## config.mk

```make
export PLATFORM = sky130hd
export DESIGN_NAME = mul_div_unit_flat
export DESIGN_NICKNAME = d
export VERILOG_FILES = /design/src/rtl/mul_div_unit_if.sv /design/src/rtl/mul_div_unit.sv /design/src/flat_wrapper.sv
export SDC_FILE = /design/constraint.sdc
export NUM_CORES = 1
export LEC_CHECK = 0
export CAP_MARGIN = 10
export CORE_ASPECT_RATIO = 0.6
export CORE_MARGIN = 1.5
export CORE_UTILIZATION = 54
export DETAILED_ROUTE_END_ITERATION = 7
export PLACE_DENSITY_LB_ADDON = 0.2
export RECOVER_POWER = 50
export REMOVE_ABC_BUFFERS = 1
export SETUP_SLACK_MARGIN = 0.15
export SLEW_MARGIN = 0
export SYNTH_ARGS = -nofsm -noshare
export SYNTH_HDL_FRONTEND = slang
export SYNTH_SLANG_ARGS = --single-unit
```

## constraint.sdc

```tcl
create_clock -name clk -period 10.1 [get_ports clk]
set_clock_uncertainty 0.1 [all_clocks]
set_input_delay 1.01 -clock clk [delete_from_list [all_inputs] [get_ports clk]]
set_output_delay 1.01 -clock clk [all_outputs]
set_load 0.03 [all_outputs]
```

## src/rtl/mul_div_unit_if.sv

```systemverilog
// rtl/mul_div_unit_if.sv - EX-stage request/response bundle for the iterative mul/div unit
interface mul_div_unit_if #(
  parameter int XLEN = 32
);
  logic            start;
  logic            flush;
  logic [2:0]      funct3;
  logic [XLEN-1:0] operand1;
  logic [XLEN-1:0] operand2;
  logic [XLEN-1:0] result;
  logic            busy;
  logic            done;

  // pipeline side: issues operations, observes completion
  modport master (
    output start, flush, funct3, operand1, operand2,
    input  result, busy, done
  );

  // execution unit side
  modport slave (
    input  start, flush, funct3, operand1, operand2,
    output result, busy, done
  );
endinterface

```

## src/rtl/mul_div_unit.sv

```systemverilog
// rtl/mul_div_unit.sv - iterative RV32M multiply/divide unit, fixed 33-cycle latency
module mul_div_unit #(
  parameter int XLEN = 32
) (
  input  logic           clk,
  input  logic           reset_n,
  mul_div_unit_if.slave  bus
);
  localparam int CW = $clog2(XLEN);

  typedef enum logic [1:0] {IDLE, CALC, FIN} state_t;

  state_t            state_q, state_d;
  logic [2:0]        op_q;
  logic [XLEN-1:0]   sh_q;        // multiplier bits (mul) / dividend bits then quotient (div)
  logic [XLEN-1:0]   b_q;         // multiplicand / divisor magnitude
  logic [XLEN-1:0]   a_orig_q;    // raw rs1, returned by REM* on divide-by-zero
  logic [2*XLEN-1:0] acc_q;       // product accumulator / partial remainder in low half
  logic [CW-1:0]     cnt_q;
  logic              a_neg_q, b_neg_q, b_zero_q, ovf_q;
  logic [XLEN-1:0]   result_q;
  logic              done_q;

  logic              rs1_signed, rs2_signed, a_neg_in, b_neg_in;
  logic [XLEN-1:0]   a_mag_in, b_mag_in;
  logic [2*XLEN-1:0] mul_acc_next;
  logic [XLEN:0]     rem_shift;
  logic              q_bit;
  logic [XLEN-1:0]   rem_next;
  logic [2*XLEN-1:0] prod;
  logic [XLEN-1:0]   quot, rem, fin_val;

  assign bus.busy   = (state_q != IDLE);
  assign bus.done   = done_q;
  assign bus.result = result_q;

  // operand sign decode and magnitude extraction for the accept edge
  always_comb begin
    rs1_signed = 1'b0;
    rs2_signed = 1'b0;
    case (bus.funct3)
      3'b001, 3'b100, 3'b110: begin rs1_signed = 1'b1; rs2_signed = 1'b1; end
      3'b010:                 rs1_signed = 1'b1;
      default:                ;
    endcase
    a_neg_in = rs1_signed & bus.operand1[XLEN-1];
    b_neg_in = rs2_signed & bus.operand2[XLEN-1];
    a_mag_in = a_neg_in ? -bus.operand1 : bus.operand1;
    b_mag_in = b_neg_in ? -bus.operand2 : bus.operand2;
  end

  // one MSB-first iteration: shift-add for multiply, restoring shift-subtract for divide
  always_comb begin
    mul_acc_next = {acc_q[2*XLEN-2:0], 1'b0} + (sh_q[XLEN-1] ? {{XLEN{1'b0}}, b_q} : '0);
    rem_shift    = {acc_q[XLEN-1:0], sh_q[XLEN-1]};
    q_bit        = (rem_shift >= {1'b0, b_q});
    rem_next     = q_bit ? XLEN'(rem_shift - {1'b0, b_q}) : rem_shift[XLEN-1:0];
  end

  // sign correction, result selection and the divide corner-case overrides
  always_comb begin
    prod = (a_neg_q ^ b_neg_q) ? -acc_q : acc_q;
    quot = (a_neg_q ^ b_neg_q) ? -sh_q : sh_q;
    rem  = a_neg_q ? -acc_q[XLEN-1:0] : acc_q[XLEN-1:0];
    case (op_q)
      3'b000:                 fin_val = prod[XLEN-1:0];
      3'b001, 3'b010, 3'b011: fin_val = prod[2*XLEN-1:XLEN];
      3'b100, 3'b101:         fin_val = quot;
      default:                fin_val = rem;
    endcase
    if (op_q[2] && b_zero_q)
      fin_val = op_q[1] ? a_orig_q : '1;
    else if (op_q[2] && ovf_q)
      fin_val = op_q[1] ? '0 : {1'b1, {(XLEN-1){1'b0}}};
  end

  // state register
  always_ff @(posedge clk or negedge reset_n) begin
    if (!reset_n) state_q <= IDLE;
    else          state_q <= state_d;
  end

  // next-state: a flush always wins, even over a start in IDLE
  always_comb begin
    state_d = state_q;
    case (state_q)
      IDLE:    if (bus.start) state_d = CALC;
      CALC:    if (cnt_q == CW'(XLEN-1)) state_d = FIN;
      FIN:     state_d = IDLE;
      default: state_d = IDLE;
    endcase
    if (bus.flush) state_d = IDLE;
  end

  // datapath: latch on accept, iterate in CALC, publish in FIN
  always_ff @(posedge clk or negedge reset_n) begin
    if (!reset_n) begin
      op_q     <= '0;
      sh_q     <= '0;
      b_q      <= '0;
      a_orig_q <= '0;
      acc_q    <= '0;
      cnt_q    <= '0;
      a_neg_q  <= 1'b0;
      b_neg_q  <= 1'b0;
      b_zero_q <= 1'b0;
      ovf_q    <= 1'b0;
      result_q <= '0;
      done_q   <= 1'b0;
    end else begin
      done_q <= 1'b0;
      if (bus.flush) begin
        cnt_q <= '0;
      end else begin
        case (state_q)
          IDLE: if (bus.start) begin
            op_q     <= bus.funct3;
            sh_q     <= a_mag_in;
            b_q      <= b_mag_in;
            a_orig_q <= bus.operand1;
            a_neg_q  <= a_neg_in;
            b_neg_q  <= b_neg_in;
            b_zero_q <= (bus.operand2 == '0);
            ovf_q    <= bus.funct3[2] && !bus.funct3[0] &&
                        (bus.operand1 == {1'b1, {(XLEN-1){1'b0}}}) && (bus.operand2 == '1);
            acc_q    <= '0;
            cnt_q    <= '0;
          end
          CALC: begin
            if (op_q[2]) begin
              acc_q <= {{XLEN{1'b0}}, rem_next};
              sh_q  <= {sh_q[XLEN-2:0], q_bit};
            end else begin
              acc_q <= mul_acc_next;
              sh_q  <= {sh_q[XLEN-2:0], 1'b0};
            end
            cnt_q <= cnt_q + 1'b1;
          end
          FIN: begin
            result_q <= fin_val;
            done_q   <= 1'b1;
          end
          default: ;
        endcase
      end
    end
  end
endmodule

```

## src/flat_wrapper.sv

```systemverilog
// flat-port wrapper written by rule: the top's interface ports become plain ports
module mul_div_unit_flat 
#(
  parameter int XLEN = 32
)
  (clk, reset_n, bus_start, bus_flush, bus_funct3, bus_operand1, bus_operand2, bus_result, bus_busy, bus_done);
  mul_div_unit_if #(.XLEN(XLEN)) bus_i ();
  input  logic clk;
  input  logic reset_n;
  input wire logic [$bits(bus_i.start)-1:0] bus_start;
  input wire logic [$bits(bus_i.flush)-1:0] bus_flush;
  input wire logic [$bits(bus_i.funct3)-1:0] bus_funct3;
  input wire logic [$bits(bus_i.operand1)-1:0] bus_operand1;
  input wire logic [$bits(bus_i.operand2)-1:0] bus_operand2;
  output wire logic [$bits(bus_i.result)-1:0] bus_result;
  output wire logic [$bits(bus_i.busy)-1:0] bus_busy;
  output wire logic [$bits(bus_i.done)-1:0] bus_done;
  assign bus_i.start = bus_start;
  assign bus_i.flush = bus_flush;
  assign bus_i.funct3 = bus_funct3;
  assign bus_i.operand1 = bus_operand1;
  assign bus_i.operand2 = bus_operand2;
  assign bus_result = bus_i.result;
  assign bus_busy = bus_i.busy;
  assign bus_done = bus_i.done;
  mul_div_unit #(.XLEN(XLEN)) u_core (.clk(clk), .reset_n(reset_n), .bus(bus_i));
endmodule
```

---- Yosys cells after proc, flatten, opt, wreduce, memory -nomap -nowiden ----
Index checks and enable logic that the tools add are counted.
word-level totals
  input bits .............................. 71
  logic and storage cells ................. 93
  register bits ........................... 207
cells by class
  equality and inequality tests ........... 17
  multiplexer cells ....................... 29
  reduce and logical (&&, ||, !) cells .... 21
  add/sub/neg operators ................... 8
  magnitude comparators ................... 1
  bitwise logic cells ..................... 4
operator list
  operator                                             count
  2-to-1 mux 32 bit                                    11
  2-to-1 mux 64 bit                                    3
  negator 32 bit                                       4
  one-hot mux 64 bit (2 select lines)                  1
  one-hot mux 32 bit (3 select lines)                  1
  adder 64 x 32 -> 64 bit                              1
  equality test 32 bit, second input constant          2
  negator 64 bit                                       1
  one-hot mux 32 bit (2 select lines)                  1
  greater-or-equal comparator 33 x 32 -> 1 bit         1
  logical NOT 32 bit                                   1
  subtractor 32 bit                                    1
  equality test 3 bit, second input constant           4
  2-to-1 mux 5 bit                                     2
  one-hot mux 5 bit (2 select lines)                   1
  equality test 3 x 2 -> 1 bit, second input constant  3
  equality test 3 x 1 -> 1 bit, second input constant  2
  2-to-1 mux 2 bit                                     3
  AND reduction 2 bit                                  3
  AND reduction 3 bit                                  2
  OR reduction 3 bit                                   2
  adder 5 x 1 -> 5 bit, second input constant          1
  equality test 5 bit, second input constant           1
  logical AND 1 bit                                    5
  17 further kinds                                     23

---- Longest topological paths before layout ----
  depth after elaboration ................. 7
  gate-level depth with buffers ........... 15
  mapped depth without buffers ............ 13

---- Least setup slack after synthesis ----
No wires, ideal clock.
  path type ............................... reg-to-reg
  start point ............................. register u_core.sh_q[31]
  end point ............................... register u_core.acc_q[33]
  arrival time ............................ 3550 ps
  cell stages (with the launch flop) ...... 16
  clock period less this slack ............ 3732 ps
  data required time ...................... 9917 ps
  setup slack ............................. 6368 ps
  path through ............................ dfrtp_1 inv_1 buf_1 nor2_1 ha_1 fa_1 a21o_1 nand2_1 a21oi_1 o21ai_0 nor3_1 o311ai_1 clkbuf_1 a21boi_0 xnor2_1 o21ai_0
on the way
  word-level cells in the longest chain between the ends .. 4
RTL lines
  item                                 line                 text
  from (decl)                          mul_div_unit.sv:15   logic [XLEN-1:0] sh_q;
  from (signal assigned)               mul_div_unit.sv:118  sh_q <= a_mag_in;
  from (signal assigned)               mul_div_unit.sv:132  sh_q <= {sh_q[XLEN-2:0], q_bit};
  from (signal assigned)               mul_div_unit.sv:135  sh_q <= {sh_q[XLEN-2:0], 1'b0};
  2-to-1 mux 32 bit                    mul_div_unit.sv:54   mul_acc_next = {acc_q[2*XLEN-2:0], 1'b0} + (sh_q[XLEN-1] ? {{XLEN{1'b0}}, b_q} : '0);
  adder 64 x 32 -> 64 bit              mul_div_unit.sv:54
  2-to-1 mux 64 bit                    mul_div_unit.sv:130  if (op_q[2]) begin
  one-hot mux 64 bit (2 select lines)  mul_div_unit.sv:115  case (state_q)
  to (signal assigned)                 mul_div_unit.sv:131  acc_q <= {{XLEN{1'b0}}, rem_next};
  to (signal assigned)                 mul_div_unit.sv:134  acc_q <= mul_acc_next;
  to (decl)                            mul_div_unit.sv:18   logic [2*XLEN-1:0] acc_q;
Every way passes these cells.
A chain may end at the register's enable or synchronous reset.

---- Final worst setup path ----
  start point ............................. input port bus_flush
  end point ............................... register u_core.result_q[30], in the netlist u_core.bus.result[30]
on the way
  word-level cells in the longest chain between the ends .. 2
RTL lines
  item                           line                 text
  from (decl)                    flat_wrapper.sv:11   input wire logic [$bits(bus_i.flush)-1:0] bus_flush;
  NOT 1 bit (no line)            --
  AND reduction 2 bit (no line)  --
  to (signal assigned)           mul_div_unit.sv:140  result_q <= fin_val;
  to (decl)                      mul_div_unit.sv:21   logic [XLEN-1:0] result_q;
Every way passes these cells.

==> metrics.md <==
| Metric | Value |
|---|---|
| Worst rel slew slack | -235% |
| Post-layout util | around three fifths |
| Post-synth EDFFs | 0 |
| Final setup vio count | 0 |
| Achievable frequency | ~0.16 GHz |
| Vias per inst | ~6.6 |
| Die Ht | ~140 µm |
| Die W | 237 µm |
| Synthesized area per cell | between 7 and 8 µm² |
| VDD IR-drop max | between 0.15 and 0.2 mV |
| # diodes | 0 |
| Power per Cell Area | 207 nW/µm² |
| Via count | ~18000 |
| Core Box Area | 32400 µm² |
| Row cnt | 51 |
| Syn Inst Count | 2337 |
| Port-buffer cells | approximately 100 |
| Hold WC Path Type | reg2reg |
| R2R cell count | 7 |
| Die area | approximately 34000 µm² |
| Final instance area | roughly 20000 µm² |
| Clk buf depth | 3 |
| Critical Path Fanout Max | 65 |
| Top FF cell, synth | dfrtp_1 |
| Gr ovfl total | 0 |
| First-pass GRT wire length | 96.8 mm |
| RSZ-0062 raised after global routing | false |
| Most frequent cell after synthesis | nand2_1 |
| Area Growth Syn to Fin | 11.6% |
| Clock Tree Root | clkbuf_16 |
| Hold Fails Final Rpt | 0 |
| Total of max-cap violations | 2 |
| Post-Route WL | between 60 and 70 mm |
| Tot Pwr | roughly 4 mW |
| FFs w/ async S/R, synth | between 90% and 100% |
| Initial Utilization | between 50 and 60% |
| Total GRT Usage | a little over a third |
| Status | finished, violations left |
| Max Transition Viols Final | roughly 150 |
| Setup bufs post-CTS | 0 |
| Warnings, synthesis | 0 |
| Startpoint Class | input pin |
| Crit Path Class | in2reg |
| Clock-pin slew on the worst setup and hold paths | 0.06 ns |
| CP arrival | ~6.5 ns |
| Worst Setup EP | u_core.bus.result[30] |
| Cts bufs inserted | 23 |
| Hold-fix buffers, CTS | 0 |
| Post-synthesis sequential area ratio | 29.2% |
| Clock Sinks | roughly 210 |
| Synth Cell Area | 17800 µm² |
| Clock latency on the worst-skew pair | 0.56 ns |
| Layout cells sized above 1 | under 10% |
| H-tree depth | 1 |
| Largest net degree at the start of global routing | between 100 and 150 |
| Post-layout min period | between 6 and 7 ns |
| Initial antenna violation count | 2 |
| Dominant cells by area after synthesis | dfrtp_1 29%, o21ai_0 7.6%, nand2_1 7.2%, xnor2_1 6.7%, xor2_1 5.9% |
| 1st-pass router iterations | 6 |
| Total Nets Final | between 2000 and 2500 |
| Worst Setup SP | bus_flush |
| Final critical-path share of the clock period | 62.8% |
| Gpl congestion | 1.02 |
| Failing checks | max-capacitance violations, max-slew violations |
| Final ANT Viol Nets | 0 |
| Yosys cell types | between 70 and 80 |
| Placed cell area | 19000 µm² |
| Top cell type's share of synthesized area | approximately 30% |
| WL/cell | roughly 23 µm |
| Leakage | 8.40 nW |
| Internal reg-to-reg setup slack | ~4.5 ns |
| Yosys reg bits | roughly 210 |
| DRC | 0 |
| Placed wire-length estimate | approximately 46 mm |
| I/O Pins | ~110 |
| Synth area leader | dfrtp_1 |
| Commonest cells in the netlist | 340 x nand2_1, 269 x o21ai_0, 207 x dfrtp_1 |
| RR Startpoint | u_core.state_q[0] |
| DRT iter0 DRCs | between 2000 and 2500 |
| Worst Max-Slew Pin Slew | 5.02 ns |
| Post-CTS Resized | 0 |
| Setup TNS | 0 ns |
| Critical path endpoint category | flop |
| Vias in the first global route | 16501 |
| Worst reg2reg path endpoint | u_core.bus.result[30] |
| CTS tree | built |
| CP Data Required Time | just over 10 ns |
==> power by group <==
part | leakage [nW] | switching [mW] | internal (mW)
registers | 2.71 | 0.177 | 0.933
logic | 5.29 | 1.33 | 0.731
clock network | 0.398 | 0.383 | 0.555
==> final cells by class <==
cell class              instances  area, µm²
inverters                      80        300
clock buffers                  30        642
multi-input cells            1883      11700
clock inverters                12        186
well taps                     424        531
flip-flops and latches        207       5180
fillers                      2921      12600
repair buffers                134       1280
==> how the worst min path moves through the flow <==
stage / start / endpoint / cells after the start
final: u_core.a_orig_q[25] / u_core.a_orig_q[25] / 2
after global routing: u_core.a_orig_q[25] / u_core.a_orig_q[25] / 2
after CTS: u_core.a_orig_q[25] / u_core.a_orig_q[25] / 2
after detailed placement: u_core.a_orig_q[25] / u_core.a_orig_q[25] / 2
after global placement: u_core.a_orig_q[13] / u_core.a_orig_q[13] / 2
after floorplan: u_core.a_orig_q[10] / u_core.a_orig_q[10] / 2
==> placed cells by master, fill, tap and decap left out, types with 38 or more instances in the layout <==
master             n
o21ai_0          269
clkdlybuf4s50_1   92
inv_1             79
xor2_1           119
ha_1              71
xnor2_1          134
nor2_1           181
nor3_1            57
a21oi_1          152
dfrtp_1          207
nand2_1          339
nand3_1           38
o31ai_1           38
==> per-layer routing <==
layer | share of wire (%) | global-route usage [%] | up-vias | routed length, µm
li1 | - | - | 8325 | -
met1 | 46 | 55.6 | 8812 | 28700
met2 | 39 | 49.3 | 1023 | 24300
met3 | 14 | 12.1 | 94 | 8790
met4 | 1.9 | 7.14 | 0 | 1220
met5 | 0 | 0 | - | 0
==> metrics by stage <==
step / cells / hold WS (ns) / worst slack [ns]
3_3_place_gp: 2727 / 0.352 / 5.62
4_1_cts: 2769 / 0.374 / 5.40
3_5_place_dp: 2727 / 0.358 / 5.43
2_1_floorplan: 2170 / 0.340 / 3.49
6_report: 2770 / 0.370 / 3.76
5_1_grt: 2770 / 0.388 / 3.52
==> critical path, cell delays in order <==
cell	delay, ns
dlygate4sd3_1	0.83
or3b_2	0.20
clkbuf_1	2.32
inv_1	0.60
nand2_1	0.91
a21oi_1	0.06
o21ai_0	0.30
o311ai_0	0.26
==> logic make-up after synthesis <==
group	synth area share [%]
AOI/OAI and AO/OA	25.7
and+or+nand+nor	20.6
buffers and inverters	5.37
muxes	1.31
xor gates and xnor gates	12.6
DFF	29.2
adders and majority gates	5.23
==> sequential cells by signal (all words and copies together) (netlist names) <==
| signal | count |
|---|---|
| u_core.acc_q | 64 |
| u_core.a_orig_q | 32 |
| u_core.b_q | 32 |
| u_core.bus.result | 32 |
| u_core.sh_q | 32 |
| u_core.cnt_q | 5 |
| u_core.op_q | 3 |
| u_core.state_q | 2 |
| u_core.a_neg_q | 1 |
| u_core.b_neg_q | 1 |
| u_core.b_zero_q | 1 |
| u_core.bus.done | 1 |
| u_core.ovf_q | 1 |
Power figures use the tool's default switching activity.
